===== src/rtl/mcu_wb_arbiter_if.sv =====
// Write-back arbiter bus: execute/LSU/issue inputs on one side,
// register-file write port and hazard status on the other.
interface mcu_wb_arbiter_if #(
    parameter int XLEN = 32
);
    logic            alu_valid;
    logic [4:0]      alu_rd;
    logic [XLEN-1:0] alu_data;
    logic            lsu_valid;
    logic            lsu_ready;
    logic [4:0]      lsu_rd;
    logic [XLEN-1:0] lsu_data;
    logic            issue_load_valid;
    logic [4:0]      issue_load_rd;
    logic [31:0]     busy_mask;
    logic            alu_stall;
    logic            err_waw;
    logic            rf_we;
    logic [4:0]      rf_waddr;
    logic [XLEN-1:0] rf_wdata;

    // Arbiter side: drives the register-file write port and status.
    modport master (
        input  alu_valid, alu_rd, alu_data,
        input  lsu_valid, lsu_rd, lsu_data,
        input  issue_load_valid, issue_load_rd,
        output lsu_ready, busy_mask, alu_stall, err_waw,
        output rf_we, rf_waddr, rf_wdata
    );

    // Pipeline side: presents results and observes the arbiter.
    modport slave (
        output alu_valid, alu_rd, alu_data,
        output lsu_valid, lsu_rd, lsu_data,
        output issue_load_valid, issue_load_rd,
        input  lsu_ready, busy_mask, alu_stall, err_waw,
        input  rf_we, rf_waddr, rf_wdata
    );
endinterface


===== src/rtl/mcu_wb_arbiter.sv =====
// Write-back arbiter: merges single-cycle ALU results with buffered
// load responses into one register-file write per cycle, and tracks
// per-register pending loads for the issue stage.
module mcu_wb_arbiter #(
    parameter int XLEN         = 32,
    parameter int DEPTH        = 2,
    parameter int STARVE_LIMIT = 4
) (
    input  logic             clk,
    input  logic             rst_n,
    mcu_wb_arbiter_if.master bus
);
    localparam int PW = (DEPTH > 1) ? $clog2(DEPTH) : 1;
    localparam int CW = $clog2(DEPTH) + 1;
    localparam int SW = $clog2(STARVE_LIMIT + 1);

    // Load-response buffer storage and bookkeeping
    logic [XLEN-1:0] mem_data [DEPTH];
    logic [4:0]      mem_rd   [DEPTH];
    logic [PW-1:0]   wr_ptr;
    logic [PW-1:0]   rd_ptr;
    logic [CW-1:0]   count;
    logic [CW-1:0]   count_next;

    logic            full;
    logic            empty;
    logic            accept;
    logic            push;
    logic            pop;

    // Winner of this cycle's write-port slot
    logic            sel_valid;
    logic            sel_load;
    logic [4:0]      sel_rd;
    logic [XLEN-1:0] sel_data;

    logic [SW-1:0]   starve;
    logic [SW-1:0]   starve_next;
    logic [31:0]     busy_q;
    logic [31:0]     busy_next;
    logic            stall_q;
    logic            stall_next;
    logic            err_q;
    logic            err_next;

    logic            rf_we_q;
    logic [4:0]      rf_waddr_q;
    logic [XLEN-1:0] rf_wdata_q;

    assign full  = (count == CW'(DEPTH));
    assign empty = (count == '0);

    // lsu_ready is a pure function of buffer state, never of alu_valid
    assign bus.lsu_ready = !full;
    assign bus.busy_mask = busy_q;
    assign bus.alu_stall = stall_q;
    assign bus.err_waw   = err_q;
    assign bus.rf_we     = rf_we_q;
    assign bus.rf_waddr  = rf_waddr_q;
    assign bus.rf_wdata  = rf_wdata_q;

    // Priority selection: ALU, then buffered head, then bypass of a fresh load
    always_comb begin
        accept    = bus.lsu_valid && !full;
        push      = 1'b0;
        pop       = 1'b0;
        sel_valid = 1'b0;
        sel_load  = 1'b0;
        sel_rd    = '0;
        sel_data  = '0;
        if (bus.alu_valid) begin
            sel_valid = 1'b1;
            sel_rd    = bus.alu_rd;
            sel_data  = bus.alu_data;
            push      = accept;
        end else if (!empty) begin
            pop       = 1'b1;
            push      = accept;
            sel_valid = 1'b1;
            sel_load  = 1'b1;
            sel_rd    = mem_rd[rd_ptr];
            sel_data  = mem_data[rd_ptr];
        end else if (accept) begin
            sel_valid = 1'b1;
            sel_load  = 1'b1;
            sel_rd    = bus.lsu_rd;
            sel_data  = bus.lsu_data;
        end
    end

    // Next-state for occupancy, starvation, busy mask, stall and error
    always_comb begin
        count_next = count + CW'(push) - CW'(pop);

        starve_next = starve;
        if (pop || empty) begin
            starve_next = '0;
        end else if (bus.alu_valid && (starve != SW'(STARVE_LIMIT))) begin
            starve_next = starve + SW'(1);
        end

        // Clear for the retiring load first so a same-cycle issue wins
        busy_next = busy_q;
        if (sel_load) begin
            busy_next[sel_rd] = 1'b0;
        end
        if (bus.issue_load_valid && (bus.issue_load_rd != 5'd0)) begin
            busy_next[bus.issue_load_rd] = 1'b1;
        end
        busy_next[0] = 1'b0;

        stall_next = (count_next == CW'(DEPTH)) || (starve_next == SW'(STARVE_LIMIT));

        err_next = err_q;
        if (bus.alu_valid &&
            (((bus.alu_rd != 5'd0) && busy_q[bus.alu_rd]) || stall_q)) begin
            err_next = 1'b1;
        end
    end

    // Buffer payload storage; contents are don't-care while not counted
    always_ff @(posedge clk) begin
        if (push) begin
            mem_data[wr_ptr] <= bus.lsu_data;
            mem_rd[wr_ptr]   <= bus.lsu_rd;
        end
    end

    // Buffer pointers and occupancy; power-of-two depth wraps naturally
    always_ff @(posedge clk or negedge rst_n) begin
        if (!rst_n) begin
            wr_ptr <= '0;
            rd_ptr <= '0;
            count  <= '0;
        end else begin
            if (push) begin
                wr_ptr <= wr_ptr + PW'(1);
            end
            if (pop) begin
                rd_ptr <= rd_ptr + PW'(1);
            end
            count <= count_next;
        end
    end

    // Hazard and flow-control state
    always_ff @(posedge clk or negedge rst_n) begin
        if (!rst_n) begin
            starve  <= '0;
            busy_q  <= '0;
            stall_q <= 1'b0;
            err_q   <= 1'b0;
        end else begin
            starve  <= starve_next;
            busy_q  <= busy_next;
            stall_q <= stall_next;
            err_q   <= err_next;
        end
    end

    // Registered write port; writes to x0 are consumed but leave address/data held
    always_ff @(posedge clk or negedge rst_n) begin
        if (!rst_n) begin
            rf_we_q    <= 1'b0;
            rf_waddr_q <= '0;
            rf_wdata_q <= '0;
        end else begin
            rf_we_q <= sel_valid && (sel_rd != 5'd0);
            if (sel_valid && (sel_rd != 5'd0)) begin
                rf_waddr_q <= sel_rd;
                rf_wdata_q <= sel_data;
            end
        end
    end
endmodule

===== src/flat_wrapper.sv =====
// flat-port wrapper written by rule: the top's interface ports become plain ports
module mcu_wb_arbiter_flat 
#(
    parameter int XLEN         = 32,
    parameter int DEPTH        = 2,
    parameter int STARVE_LIMIT = 4
)
  (clk, rst_n, bus_alu_valid, bus_alu_rd, bus_alu_data, bus_lsu_valid, bus_lsu_rd, bus_lsu_data, bus_issue_load_valid, bus_issue_load_rd, bus_lsu_ready, bus_busy_mask, bus_alu_stall, bus_err_waw, bus_rf_we, bus_rf_waddr, bus_rf_wdata);
  mcu_wb_arbiter_if #(.XLEN(XLEN)) bus_i ();
  input  logic clk;
  input  logic rst_n;
  input wire logic [$bits(bus_i.alu_valid)-1:0] bus_alu_valid;
  input wire logic [$bits(bus_i.alu_rd)-1:0] bus_alu_rd;
  input wire logic [$bits(bus_i.alu_data)-1:0] bus_alu_data;
  input wire logic [$bits(bus_i.lsu_valid)-1:0] bus_lsu_valid;
  input wire logic [$bits(bus_i.lsu_rd)-1:0] bus_lsu_rd;
  input wire logic [$bits(bus_i.lsu_data)-1:0] bus_lsu_data;
  input wire logic [$bits(bus_i.issue_load_valid)-1:0] bus_issue_load_valid;
  input wire logic [$bits(bus_i.issue_load_rd)-1:0] bus_issue_load_rd;
  output wire logic [$bits(bus_i.lsu_ready)-1:0] bus_lsu_ready;
  output wire logic [$bits(bus_i.busy_mask)-1:0] bus_busy_mask;
  output wire logic [$bits(bus_i.alu_stall)-1:0] bus_alu_stall;
  output wire logic [$bits(bus_i.err_waw)-1:0] bus_err_waw;
  output wire logic [$bits(bus_i.rf_we)-1:0] bus_rf_we;
  output wire logic [$bits(bus_i.rf_waddr)-1:0] bus_rf_waddr;
  output wire logic [$bits(bus_i.rf_wdata)-1:0] bus_rf_wdata;
  assign bus_i.alu_valid = bus_alu_valid;
  assign bus_i.alu_rd = bus_alu_rd;
  assign bus_i.alu_data = bus_alu_data;
  assign bus_i.lsu_valid = bus_lsu_valid;
  assign bus_i.lsu_rd = bus_lsu_rd;
  assign bus_i.lsu_data = bus_lsu_data;
  assign bus_i.issue_load_valid = bus_issue_load_valid;
  assign bus_i.issue_load_rd = bus_issue_load_rd;
  assign bus_lsu_ready = bus_i.lsu_ready;
  assign bus_busy_mask = bus_i.busy_mask;
  assign bus_alu_stall = bus_i.alu_stall;
  assign bus_err_waw = bus_i.err_waw;
  assign bus_rf_we = bus_i.rf_we;
  assign bus_rf_waddr = bus_i.rf_waddr;
  assign bus_rf_wdata = bus_i.rf_wdata;
  mcu_wb_arbiter #(.XLEN(XLEN), .DEPTH(DEPTH), .STARVE_LIMIT(STARVE_LIMIT)) u_core (.clk(clk), .rst_n(rst_n), .bus(bus_i));
endmodule

===== config.mk =====
export PLATFORM = sky130hd
export DESIGN_NAME = mcu_wb_arbiter_flat
export DESIGN_NICKNAME = d
export VERILOG_FILES = /design/src/rtl/mcu_wb_arbiter_if.sv /design/src/rtl/mcu_wb_arbiter.sv /design/src/flat_wrapper.sv
export SDC_FILE = /design/constraint.sdc
export NUM_CORES = 1
export LEC_CHECK = 0
export CAP_MARGIN = 20
export CORE_MARGIN = 1.5
export CORE_UTILIZATION = 35
export DETAILED_ROUTE_END_ITERATION = 16
export HOLD_SLACK_MARGIN = 0.12
export PLACE_DENSITY = 0.71
export SYNTH_ARGS = -nofsm -noshare
export SYNTH_HDL_FRONTEND = slang
export SYNTH_SLANG_ARGS = --single-unit
export TNS_END_PERCENT = 5

===== constraint.sdc =====
create_clock -name clk -period 2.8 [get_ports clk]
set_input_delay 0.7 -clock clk [delete_from_list [all_inputs] [get_ports clk]]
set_output_delay 0.7 -clock clk [all_outputs]
set_load 0.1 [all_outputs]

* After elaboration in Yosys (flattened, before gate mapping)
Memories as Yosys holds them, arrays and structs flattened.
Index checks and enable logic that the tools add are counted.
** Word-level totals
- Flip-flop bits (word level) :: 78
- Memory bits (writable) :: 74
- Bits of input ports :: 84
- Output and inout bits :: 73
- Word-level logic and storage cells :: 71
- Memories kept :: 2
** Operators by class
- Add/sub/neg operators :: 5
- Magnitude comparators :: 5
- Eq/ne operators :: 4
- Muxes and demuxes :: 26
- Bitwise gates (word level) :: 3
- Reductions and logical operators :: 16
** Memories
- u_core.mem_data :: words 2, bits a word 32, read ports 1, clocked after memory_dff 0, wr ports 1, line mcu_wb_arbiter.sv:18 : logic [XLEN-1:0] mem_data [DEPTH];
- u_core.mem_rd :: words 2, bits a word 5, read ports 1, clocked after memory_dff 0, wr ports 1, line mcu_wb_arbiter.sv:19 : logic [4:0] mem_rd [DEPTH];
** Operator list (count)
- $mux W32 :: 5
- $and A32 B32 Y32 :: 1
- $not A32 Y32 :: 1
- $or A32 B32 Y32 :: 1
- $lt A5 B6 Y1 const B :: 3
- $mux W5 :: 3
- $reduce_bool A5 Y1 :: 3
- $mux W1 :: 13
- $demux W1 S5 :: 2
- $ge A5 B1 Y1 const B :: 2
- $logic_and A1 B1 Y1 :: 8
- $mux W3 :: 2
- $bmux W1 S5 :: 1
- $eq A2 B2 Y1 const B :: 2
- $add A3 B1 Y3 const B :: 1
- $eq A3 B3 Y1 const B :: 1
- $logic_or A1 B1 Y1 :: 3
- $ne A3 B3 Y1 const B :: 1
- $add A1 B1 Y1 const B :: 2
- $add A2 B1 Y2 :: 1
- $logic_not A2 Y1 :: 1
- $sub A2 B1 Y2 :: 1
- $logic_not A1 Y1 :: 1

* Longest topological paths before layout
- Depth in word-level cells :: 15
- Mapped depth :: 11
- Mapped depth without buffers :: 8

* Least setup slack after synthesis
Ideal clock, no wire load.
- Path type :: input to register
- From :: in bus_lsu_valid
- To :: mem u_core.mem_data[0][0], enable pin
- Library setup time :: 0.431 ns
- Data arrival time :: 2.966 ns
- Data required time :: 2.369 ns
- Slack :: -0.597 ns
- Cell stages on the path :: 4
- Path buffers :: 2
- Cell sequence :: clkbuf_1 > buf_1 > nand2_1 > nor2_1
** Between the ends
- Word-level cells in the longest chain between the ends :: 5
** RTL lines
- start: declaration :: line flat_wrapper.sv:15 : input wire logic [$bits(bus_i.lsu_valid)-1:0] bus_lsu_valid;
- $logic_and A1 B1 Y1 (*) :: line mcu_wb_arbiter.sv:64 : accept = bus.lsu_valid && !full;
- $mux W1 :: line mcu_wb_arbiter.sv:76 : end else if (!empty) begin
- $mux W1 (*) :: line mcu_wb_arbiter.sv:71 : if (bus.alu_valid) begin
- $mux W1 (*) :: line mcu_wb_arbiter.sv:123 : if (push) begin
- $mux W1 (not written as such) (*) :: line mcu_wb_arbiter.sv:124 : mem_data[wr_ptr] <= bus.lsu_data;
- end: declaration :: line mcu_wb_arbiter.sv:18
Mark *: on every way between the ends. The rest lies on a longest branch, timed or not.

* Worst setup path after layout
- From :: in bus_lsu_rd[4]
- To :: reg u_core.busy_q[29], in the netlist u_core.bus.busy_mask[29]
** Between the ends
- Word-level cells in the longest chain between the ends :: 12
- Elaborated cells on any way between the ends :: 13
- Those cells by class :: order compare (2); mux (7); bitwise (3); reduce/logical (1)
** RTL lines
- start: declaration :: line flat_wrapper.sv:16 : input wire logic [$bits(bus_i.lsu_rd)-1:0] bus_lsu_rd;
- $mux W5 (*) :: line mcu_wb_arbiter.sv:83 : end else if (accept) begin
- $mux W5 (*) :: line mcu_wb_arbiter.sv:76
- $mux W5 (*) :: line mcu_wb_arbiter.sv:71
- $lt A5 B6 Y1 (not written as such) or $ge A5 B1 Y1 (tied branches) :: line mcu_wb_arbiter.sv:105 : busy_next[sel_rd] = 1'b0;
- $logic_and A1 B1 Y1 (not written as such) :: line mcu_wb_arbiter.sv:105
- $mux W1 (not written as such) :: line mcu_wb_arbiter.sv:105
- $demux W1 S5 (*)
- $not A32 Y32 (no line) (*)
- $and A32 B32 Y32 (no line) (*)
- $mux W32 (*) :: line mcu_wb_arbiter.sv:104 : if (sel_load) begin
- $or A32 B32 Y32 (no line)
- $mux W32 (*) :: line mcu_wb_arbiter.sv:107 : if (bus.issue_load_valid && (bus.issue_load_rd != 5'd0)) begin
- net u_core.busy_next[29] :: line mcu_wb_arbiter.sv:40 : logic [31:0] busy_next;
- end signal: assignment :: line mcu_wb_arbiter.sv:155 : busy_q <= busy_next;
- end: declaration :: line mcu_wb_arbiter.sv:39 : logic [31:0] busy_q;
The timed path passes the listed nets; every way through them passes the cells marked *.
A chain may end at the register's enable or synchronous reset.

==> key figures <==
Setup path
  – Crit path largest cell delay: 0.49 ns
  – CP Launch Type: primary input
  – Worst-path cell with the longest stage delay: clkdlybuf4s50_1
  – Largest driver fanout on the critical path: 16
  – Setup CP Type: in -> reg
  – Worst Path Arrival: 2.64 ns
  – Critical path capture point type: register
  – Cell Chain, Critical Path: clkdlybuf4s50_1 -> nor4bb_1 -> a211oi_2 -> or2_1 -> buf_4 -> o41ai_1 -> o21ai_0
  – Worst reg-to-reg setup slack: 0.57 ns
  – Crit path required time: 3.06 ns

Cells and area
  – Commonest non-fill, non-tap cell in the layout: buf_4
  – Nets: 823
  – Commonest cells after routing, fill and taps aside: buf_4, clkdlybuf4s50_1, dfrtp_1
  – Share of cells above drive strength 1: 24.20%
  – Final instance area: 9459 um^2
  – Area delta synth->final: 32.98%
  – ANT cells: 0

Floorplan
  – Initial core utilization: 36.07%
  – Die area: 21190 um^2
  – Core Region: 19720 um^2
  – Row Count: 51
  – Die height: 145.6 um
  – Die span in x: 145.6 um
  – I/O pin cnt: 157

Timing
  – Slew Limit Fails: 0
  – Period utilization: 85.03%
  – Min Tclk post-route: 2.381 ns
  – FMAX: 420.0 MHz
  – Slew HR: 53.27%
  – Final Hold Fails: 0
  – Setup Viol. Count Final: 0
  – Fin Setup TNS: 0 ns
  – Worst slew pin tran: 0.7010 ns
  – RSZ-0062 raised after global routing: no
  – Final Skew: 0.01142 ns

Route
  – Via count: 5264
  – Avg WL per Cell: 17.67 um
  – DRT antenna net count: 0
  – First DRT Iteration DRCs: 324
  – TritonRoute pass-1 iters: 4
  – Vias per std cell: 5.196
  – DRC violations left: 0
  – Final wirelength: 17.90 mm

Yosys
  – YS warnings: 0
  – Yosys cell types: 50
  – Post-synth EDFFs: 74
  – Mapped Nets: 663
  – Mapped Cells: 575
  – Most used DFF post-synth: dfrtp_1
  – FFs w/ async S/R, synth: 51.32%
  – Syn_area_per_cell: 12.37 um^2
  – Seq/Total Area, Yosys: 58.68%
  – Yosys reg bits: 152
  – Mapped Area: 7113 um^2

Global route
  – GR Util met3: 5.266%
  – Initial antenna violation count: 2
  – Met1 GRT Util: 23.27%
  – First-pass GRT wire length: 28.99 mm
  – Met2 usage: 27.40%
  – GRT Total Usage: 17.32%
  – Vias in the first global route: 5292
  – Busiest layer in global routing: met2
  – Largest net degree at the start of global routing: 76
  – GRT overflow: 0

Worst hold path
  – HP Class: in -> async

Clock network
  – Post-CTS setup buffer count: 0
  – # hold bufs at CTS: 0
  – Clk Latency, worst-skew pair: 0.41 ns
  – Post-CTS sizing: 0
  – CTS tree: yes
  – Root buffer cell: clkbuf_16
  – Clock transition at the registers of the reported paths: 0.07 ns
  – Number of clock sinks: 152
  – Clock buffer depth: 2
  – Total number of H-tree levels: 4
  – TritonCTS Buffers: 17

Power and ir drop
  – Max VDD drop: 1.237 mV
  – Leakage: 3.886 nW
  – Cell Pwr Density: 1276 nW/um^2

Flow run
  – Max cap viols: 0

Placement
  – Count of input and output buffers: 155
  – DP HPWL: 12.47 mm
  – Placed cell area: 8902 um^2
  – Gpl congestion: 0.8835

Outcome
  – Run status: finished clean
[stage by stage]
step	util (%)	power (mW)	worst slack, ns	cells	hold WS, ns
4_1_cts	47.97	12.15	0.4506	1013	0.2552
2_1_floorplan	-	8.379	0.01106	575	0.4044
6_report	47.97	12.07	0.4191	1013	0.2462
5_1_grt	47.97	12.62	0.3401	1013	0.2695
3_3_place_gp	45.15	9.913	0.08568	981	0.4965
3_5_place_dp	45.15	9.969	0.03876	981	0.5011
[metal layers]
layer | routed length, um | vias to the layer above | share of wire [%]
li1 | - | 2480 | -
met1 | 7966 | 2562 | 45
met2 | 8411 | 205 | 47
met3 | 1342 | 15 | 7.5
met4 | 167 | 2 | 0.93
met5 | 13 | - | 0.073
[cells in the mapped netlist (3+ instances only)]
master      n  area share [%]
dfrtp_1    78              27
mux2i_1    41             5.8
a21oi_1     3            0.21
mux2_4     25             5.3
mux2_2      6            0.95
nor2_1     55             2.9
mux4_2      7             2.2
nor3_1      3            0.21
nand2b_1    5            0.44
o31ai_1     6            0.63
buf_1       8            0.42
o21ai_0    61             4.3
nor4_1      3            0.26
nand3_1     4            0.28
ha_1        4            0.70
edfxtp_1   74              31
inv_1      10            0.53
nand2_1    44             2.3
o2bb2ai_1   3            0.37
clkbuf_1   18            0.95
a31oi_1    33             2.9
buf_2      11            0.77
o211ai_1    4            0.42
nand3b_1    7            0.74
o41ai_1    22             2.7
or3b_2      3            0.37
buf_6       3            0.47
nand4bb_1   3            0.47
xnor2_1     4            0.49
nand4_1     3            0.26
[final cells by class]
cell class,count,area [um^2]
Clock buffer,21,460.4
Clock inverter,11,96.34
Fill cell,1743,10260
Inverter,10,37.54
Multi-Input combinational cell,371,2714
Sequential cell,152,4175
Tap cell,265,331.6
Timing Repair Buffer,183,1644
[report_power, final]
| part | switching (mW) | internal, mW |
|---|---|---|
| Clock | 0.878 | 1.27 |
| Sequential | 0.484 | 3.06 |
| Combinational | 4.65 | 1.73 |
| Total | 6.01 | 6.06 |
[final timing paths]
| check | to | cells after the start | startpoint |
|---|---|---|---|
| setup / recovery | u_core.bus.busy_mask[29] | 7 | bus_lsu_rd[4] |
| hold / removal | u_core.bus.rf_wdata[30] | 1 | rst_n |
| setup reg to reg | u_core.bus.busy_mask[3] | 6 | u_core.rd_ptr |
| hold reg to reg | u_core.bus.rf_wdata[13] | 1 | u_core.bus.rf_wdata[13] |
| max in group asynchronous | u_core.bus.rf_wdata[4] | 2 | rst_n |
| min in group clk | u_core.bus.rf_wdata[13] | 1 | u_core.bus.rf_wdata[13] |
[flip-flops by register name (all words and copies together) (netlist names)]
signal and count:
u_core.wr_ptr 1, u_core.mem_rd 10, u_core.bus.alu_stall 1, u_core.bus.rf_wdata 32, u_core.count 2, u_core.mem_data 64, u_core.rd_ptr 1, u_core.starve 3
u_core.bus.err_waw 1, u_core.bus.rf_we 1, u_core.bus.rf_waddr 5, u_core.bus.busy_mask 31
[critical path, delay by kind of cell]
kind	cells	cell delay, ns
buffers and inverters	2	0.71
AND/OR/NAND/NOR	2	0.65
AO/OA/AOI/OAI	3	0.57
[kinds of logic (layout without fill, tap and decap cells)]
logic type,count (synthesis),in the layout,share of synthesized area [%]
compound gates,139,139,12.49
xor+xnor,5,5,0.6156
fa+ha+maj,4,4,0.7036
buf+inv,52,225,3.360
flops,152,152,58.68
mux,81,81,14.53
other cells,1,1,0.05272
simple gates,141,141,9.569
(Power assumes the default switching activity.)
